$ cat src/rtl/serial_pkg.sv
// Shared constants and FSM state type for the miner host-link serial transmitter.
package serial_pkg;

   localparam int DEF_CLKS_PER_BIT = 100;  // 50 MHz / 500 kbps

   localparam logic FRAME_START_BIT = 1'b0;
   localparam logic FRAME_STOP_BIT  = 1'b1;
   localparam int   FRAME_DATA_BITS = 8;

   typedef enum logic [1:0] {
      IDLE,
      START,
      DATA,
      STOP
   } tx_state_t;

endpackage

$ cat src/rtl/uart_tx_byte.sv
// One-byte 8N1 shifter. A start accepted on the stop-bit wrap chains the next byte with no idle gap.
module uart_tx_byte
   import serial_pkg::*;
#(
   parameter int CLKS_PER_BIT = DEF_CLKS_PER_BIT
) (
   input  logic                       clk,
   input  logic                       reset,
   input  logic                       i_start,
   input  logic [FRAME_DATA_BITS-1:0] i_data,
   output logic                       o_txd,
   output logic                       o_done
);

   localparam int CW = (CLKS_PER_BIT > 1) ? $clog2(CLKS_PER_BIT) : 1;
   localparam logic [CW-1:0] LAST_CNT = CW'(CLKS_PER_BIT - 1);
   localparam logic [2:0]    LAST_BIT = 3'(FRAME_DATA_BITS - 1);

   tx_state_t                  r_state;
   logic [CW-1:0]              r_cnt;
   logic [2:0]                 r_bit_idx;
   logic [FRAME_DATA_BITS-1:0] r_shift;
   logic                       r_txd;
   logic                       w_wrap;

   assign w_wrap = (r_cnt == LAST_CNT);
   assign o_done = (r_state == STOP) && w_wrap;
   assign o_txd  = r_txd;

   // NOTE: state registers use non-blocking assignments so every branch sees pre-edge values.
   always_ff @(posedge clk or posedge reset) begin
      if (reset) begin
         r_state   <= IDLE;
         r_cnt     <= '0;
         r_bit_idx <= '0;
         r_shift   <= '0;
         r_txd     <= FRAME_STOP_BIT;
      end else begin
         r_cnt <= (r_state == IDLE || w_wrap) ? '0 : r_cnt + 1'b1;
         case (r_state)
            IDLE: begin
               if (i_start) begin
                  r_shift <= i_data;
                  r_txd   <= FRAME_START_BIT;
                  r_state <= START;
               end
            end
            START: begin
               if (w_wrap) begin
                  r_bit_idx <= '0;
                  r_txd     <= r_shift[0];
                  r_state   <= DATA;
               end
            end
            DATA: begin
               if (w_wrap) begin
                  if (r_bit_idx == LAST_BIT) begin
                     r_txd   <= FRAME_STOP_BIT;
                     r_state <= STOP;
                  end else begin
                     r_bit_idx <= r_bit_idx + 1'b1;
                     r_shift   <= r_shift >> 1;
                     r_txd     <= r_shift[1];
                  end
               end
            end
            STOP: begin
               if (w_wrap) begin
                  if (i_start) begin
                     r_shift <= i_data;
                     r_txd   <= FRAME_START_BIT;
                     r_state <= START;
                  end else begin
                     r_state <= IDLE;
                  end
               end
            end
            default: r_state <= IDLE;
         endcase
      end
   end

endmodule

$ cat src/rtl/serial_nonce_tx.sv
// Golden-nonce serial transmitter: valid/ready intake, LSB-byte-first 8N1 frames on TxD.
// Define SERIAL_TX_FIFO_EN for a FIFO_DEPTH-entry nonce queue; default is a single capture register.
module serial_nonce_tx
   import serial_pkg::*;
#(
   parameter int CLKS_PER_BIT = DEF_CLKS_PER_BIT,
   parameter int NONCE_BYTES  = 4,
   parameter int FIFO_DEPTH   = 4
) (
   input  logic                     clk,
   input  logic                     reset,
   input  logic [8*NONCE_BYTES-1:0] nonce,
   input  logic                     nonce_valid,
   output logic                     nonce_ready,
   output logic                     TxD,
   output logic                     tx_busy
);

   localparam int NW = 8 * NONCE_BYTES;
   localparam int BW = (NONCE_BYTES > 1) ? $clog2(NONCE_BYTES) : 1;
   localparam logic [BW-1:0] LAST_BYTE = BW'(NONCE_BYTES - 1);

   logic          r_busy;
   logic [BW-1:0] r_byte_idx;
   logic [NW-1:0] r_rest;
   logic          w_accept;
   logic          w_done;
   logic          w_last_done;
   logic          w_launch;
   logic          w_start;
   logic [NW-1:0] w_launch_data;
   logic [7:0]    w_byte;

   assign w_accept    = nonce_valid & nonce_ready;
   assign w_last_done = w_done & (r_byte_idx == LAST_BYTE);

`ifdef SERIAL_TX_FIFO_EN
   localparam int PW = (FIFO_DEPTH > 1) ? $clog2(FIFO_DEPTH) : 1;

   logic [NW-1:0] r_fifo [FIFO_DEPTH];
   logic [PW-1:0] r_wr_ptr;
   logic [PW-1:0] r_rd_ptr;
   logic [PW:0]   r_count;
   logic          w_free;
   logic          w_empty;
   logic          w_push;
   logic          w_pop;

   assign w_free        = ~r_busy | w_last_done;
   assign w_empty       = (r_count == '0);
   assign nonce_ready   = (r_count != (PW+1)'(FIFO_DEPTH));
   assign w_pop         = w_free & ~w_empty;
   // An empty queue with a free line bypasses straight to the shifter to keep one-cycle latency.
   assign w_push        = w_accept & ~(w_empty & w_free);
   assign w_launch      = w_pop | (w_accept & w_empty & w_free);
   assign w_launch_data = w_empty ? nonce : r_fifo[r_rd_ptr];

   always_ff @(posedge clk or posedge reset) begin
      if (reset) begin
         r_wr_ptr <= '0;
         r_rd_ptr <= '0;
         r_count  <= '0;
      end else begin
         if (w_push) r_wr_ptr <= r_wr_ptr + 1'b1;
         if (w_pop)  r_rd_ptr <= r_rd_ptr + 1'b1;
         if (w_push && !w_pop)      r_count <= r_count + 1'b1;
         else if (w_pop && !w_push) r_count <= r_count - 1'b1;
      end
   end

   // NOTE: queue storage has no reset; the pointers alone define which entries are valid.
   always_ff @(posedge clk) begin
      if (w_push) r_fifo[r_wr_ptr] <= nonce;
   end
`else
   assign nonce_ready   = ~r_busy;
   assign w_launch      = w_accept;
   assign w_launch_data = nonce;
`endif

   assign w_start = w_launch | (w_done & ~w_last_done);
   assign w_byte  = w_launch ? w_launch_data[7:0] : r_rest[7:0];

   always_ff @(posedge clk or posedge reset) begin
      if (reset) begin
         r_busy     <= 1'b0;
         r_byte_idx <= '0;
         r_rest     <= '0;
      end else if (w_launch) begin
         r_busy     <= 1'b1;
         r_byte_idx <= '0;
         r_rest     <= w_launch_data >> 8;
      end else if (w_done) begin
         if (w_last_done) begin
            r_busy <= 1'b0;
         end else begin
            r_byte_idx <= r_byte_idx + 1'b1;
            r_rest     <= r_rest >> 8;
         end
      end
   end

   assign tx_busy = r_busy;

   uart_tx_byte #(
      .CLKS_PER_BIT (CLKS_PER_BIT)
   ) u_tx_byte (
      .clk     (clk),
      .reset   (reset),
      .i_start (w_start),
      .i_data  (w_byte),
      .o_txd   (TxD),
      .o_done  (w_done)
   );

endmodule

$ cat config.mk
export PLATFORM = sky130hd
export DESIGN_NAME = serial_nonce_tx
export DESIGN_NICKNAME = d
export VERILOG_FILES = /design/src/rtl/serial_pkg.sv /design/src/rtl/uart_tx_byte.sv /design/src/rtl/serial_nonce_tx.sv
export SDC_FILE = /design/constraint.sdc
export NUM_CORES = 1
export LEC_CHECK = 0
export CAP_MARGIN = 20
export CORE_ASPECT_RATIO = 1.5
export CORE_MARGIN = 2
export CORE_UTILIZATION = 30
export DETAILED_ROUTE_END_ITERATION = 10
export PLACE_DENSITY = 0.49
export SLEW_MARGIN = 20
export SYNTH_ARGS = -nofsm -noshare
export SYNTH_HDL_FRONTEND = slang
export SYNTH_SLANG_ARGS = --single-unit
$ cat constraint.sdc
create_clock -name clk -period 5.4 [get_ports clk]
set_input_delay 1.08 -clock clk [delete_from_list [all_inputs] [get_ports clk]]
set_output_delay 1.08 -clock clk [all_outputs]
set_load 0.005 [all_outputs]
==> results.yml <==
run_status:
  status: "finished, final reports clean"
die:
  dieArea_um2: 9070
  initial_utilization_pct: 30.9
  num_rows: 40
  die_w_um: 78.4
  die_h_um: 116
  num_io_pins: 38
  core-area_um2: 8060
min_path:
  hp-class: "reg2reg"
  hp-start: "u_tx_byte.r_cnt[0]"
  worst_hold_path.num_cells: 1
  whs_endpoint: "u_tx_byte.r_cnt[0]"
sta:
  layout_worst_path_cycle_share_pct: 54.9
  fin_setup_tns_ns: 0
  tightest_slew_ns: 0.863
  hold_violations: 0
  final_max_slew_viol_count: 0
  setup_viol: 0
  skew_ns: 0.00562
  fmax_ghz: 0.337
  min_period_ns: 2.97
  slew_headroom_pct: 42.4
  rsz0062_at_grt: "no"
placed_design:
  io_buffers: 37
  gp_congestion: 0.822
  hpwl_mm: 3.71
detailed_routing:
  drt-vias-per-instance: 4.78
  wl_mm: 5.24
  drt-pass1-iter-count: 4
  via_count: 1787
  remaining_drc_errors: 0
  wl_per_cell_um: 14.0
  drtIter0Drc: 68
  ant_nets: 0
worst_setup_path:
  criticalPathCategory: "in2reg"
  path_cells: "clkdlybuf4s50_1 -> nor2b_4 -> nor3_1 -> nor4_4 -> mux2_2"
  critPathMaxStageDelay_ns: 0.55
  crit_family: "simple AND/OR/NAND/NOR gates"
  critPathArrivalTime_ns: 3.15
  critPathBufInv: 1
  reg2reg_slack_ns: 2.90
  r2r_start: "u_tx_byte.r_state[0]"
  endpoint_kind: "flop"
  critPathLaunch: "nonce_valid"
  ff2ff_path_depth: 5
  crit_fanout: 19
  cp_slowest_cell: "nor4_4"
  start_kind: "primary input"
  rr_endpoint: "u_tx_byte.r_shift[4]"
  required_ns: 5.58
logic_synthesis:
  yosys_most_used_dff: "dfrtp_1"
  synth_edf_count: 0
  synth_seq_area_share_pct: 48.2
  netlist_instances: 235
  postSynthAreaPerCell_um2: 10.6
  synth_cell_types: 44
  syn-cell-area_um2: 2490
  async_flop_share_pct: 100
  syn_nets: 278
  ys_seq_elements: 48
  ys_warn_count: 0
cts:
  cts_setup_buffers: 0
  cts_hold_buf: 0
  cts_made_buffers: 5
  clock_sinks: 48
  htreeDepth: 2
  clk_path_buf_depth: 2
  ctsResizeCount: 0
  clock_latency_ns: 0.29
  path_clk_slew_ns: 0.07
  cts-root-buf: "clkbuf_16"
  cts_tree: "done"
global_route:
  globalRouteMet2Util_pct: 21.6
  grt_busiest_layer: "met2"
  use_met3_pct: 2.34
  grt_start_max_net_pins: 49
  grt_pass1_vias: 1864
  gr-total-overflow: 0
  met1_usage_pct: 16.2
  grt_pass1_wl_mm: 9.07
  antenna_found_initial: 0
  grt.total_usage_pct: 12.9
run:
  drv_cap: 0
pwr:
  powerDensity_nw_per_um2: 296
  p_leak_nw: 1.25
  peakVddDrop_uv: 171
  power.total_w: 0.000916
layout:
  final_common_cell: "dfrtp_1"
  layout.nets: 311
  area_delta_synth_final_pct: 24.1
  mostFrequentLayoutCells: "dfrtp_1 (47), clkdlybuf4s50_1 (37), nand2_1 (30), mux2i_1 (25), o21ai_0 (22)"
  insertedDiodeCount: 0
  drive_above_1_share_pct: 11.9
## routing by layer
layer / part of all wire, % / vias up / wire length, µm
met4: 2.1 / 0 / 108
met3: 3.3 / 6 / 174
met1: 45 / 852 / 2360
met5: 0 / - / 0
li1: - / 893 / -
met2: 50 / 36 / 2600
## per-stage QoR
step                hold slack, ns  cells  area [µm²]  utilization (%)  setup WS, ns
floorplan                    0.453    235        2490                -          3.02
global placement             0.476    366        2940             36.5          2.13
detailed placement           0.478    366        2940             36.5          2.08
CTS                          0.488    374        3090             38.3          2.40
global route                 0.519    374        3100             38.4          2.28
finish                       0.479    374        3100             38.4          2.43
## state kept, by name, summed over array words and instances, names as in the netlist
name                 cells
r_byte_idx               2
r_rest                  24
tx_busy                  1
u_tx_byte.o_txd          1
u_tx_byte.r_bit_idx      3
u_tx_byte.r_cnt          7
u_tx_byte.r_shift        8
u_tx_byte.r_state        2
## cell families (layout without fill, tap and decap cells)
family                   Yosys count  in the layout  share of synthesized area [%]
XOR/XNOR                           6              6                           2.11
multiplexers                      33             33                           13.6
AND/OR/NAND/NOR                   68             68                           14.6
adder cells (fa/ha/maj)            8              8                           4.01
flip-flops                        48             48                           48.2
buffers and inverters             20             54                           4.06
AO/OA/AOI/OAI                     52             52                           13.4
## power by group
| part | switching (W) | internal [W] | total, W |
|---|---|---|---|
| clock | 0.000139 | 0.000183 | 0.000322 |
| sequential | 0.0000365 | 0.000423 | 0.000459 |
| combinational | 0.0000569 | 0.0000785 | 0.000135 |
| total | 0.000232 | 0.000684 | 0.000916 |
## how the worst max path moves through the flow
stage / depth (start not counted) / to / slack [ns]
6_report: 5 / u_tx_byte.r_shift[4] / 2.43
5_1_grt: 5 / u_tx_byte.r_shift[4] / 2.28
4_1_cts: 5 / u_tx_byte.r_shift[4] / 2.40
3_5_place_dp: 5 / u_tx_byte.r_shift[1] / 2.08
3_3_place_gp: 5 / u_tx_byte.r_shift[4] / 2.13
2_1_floorplan: 5 / u_tx_byte.r_shift[0] / 3.02
## area by class of cell
cell class	instances	area, µm²
fill	825	4960
multi-input combinational	167	1200
sequential	48	1200
timing repair buffer	38	378
clock buffer	6	139
tap	105	131
inverter	8	31.3
clock inverter	2	10.0
## Yosys cell counts, types with 2 or more instances
library cell | count | share of area (%)
buf_2 | 2 | 0.40
a31o_2 | 2 | 0.70
and2_1 | 2 | 0.50
nor2b_1 | 2 | 0.50
mux2_2 | 8 | 3.6
clkbuf_1 | 7 | 1.1
nand3_1 | 4 | 0.80
dfrtp_1 | 47 | 47
inv_1 | 8 | 1.2
o21ai_1 | 7 | 1.4
o21ai_0 | 22 | 4.4
mux2i_1 | 25 | 10
nor2_1 | 15 | 2.3
o31ai_1 | 2 | 0.60
nand2_1 | 30 | 4.5
a22o_1 | 8 | 2.8
xnor2_1 | 4 | 1.4
ha_1 | 8 | 4.0
a21oi_1 | 2 | 0.40
xor2_1 | 2 | 0.70
nor3_1 | 5 | 1.0
No activity file was read; power rests on OpenSTA's default activity.
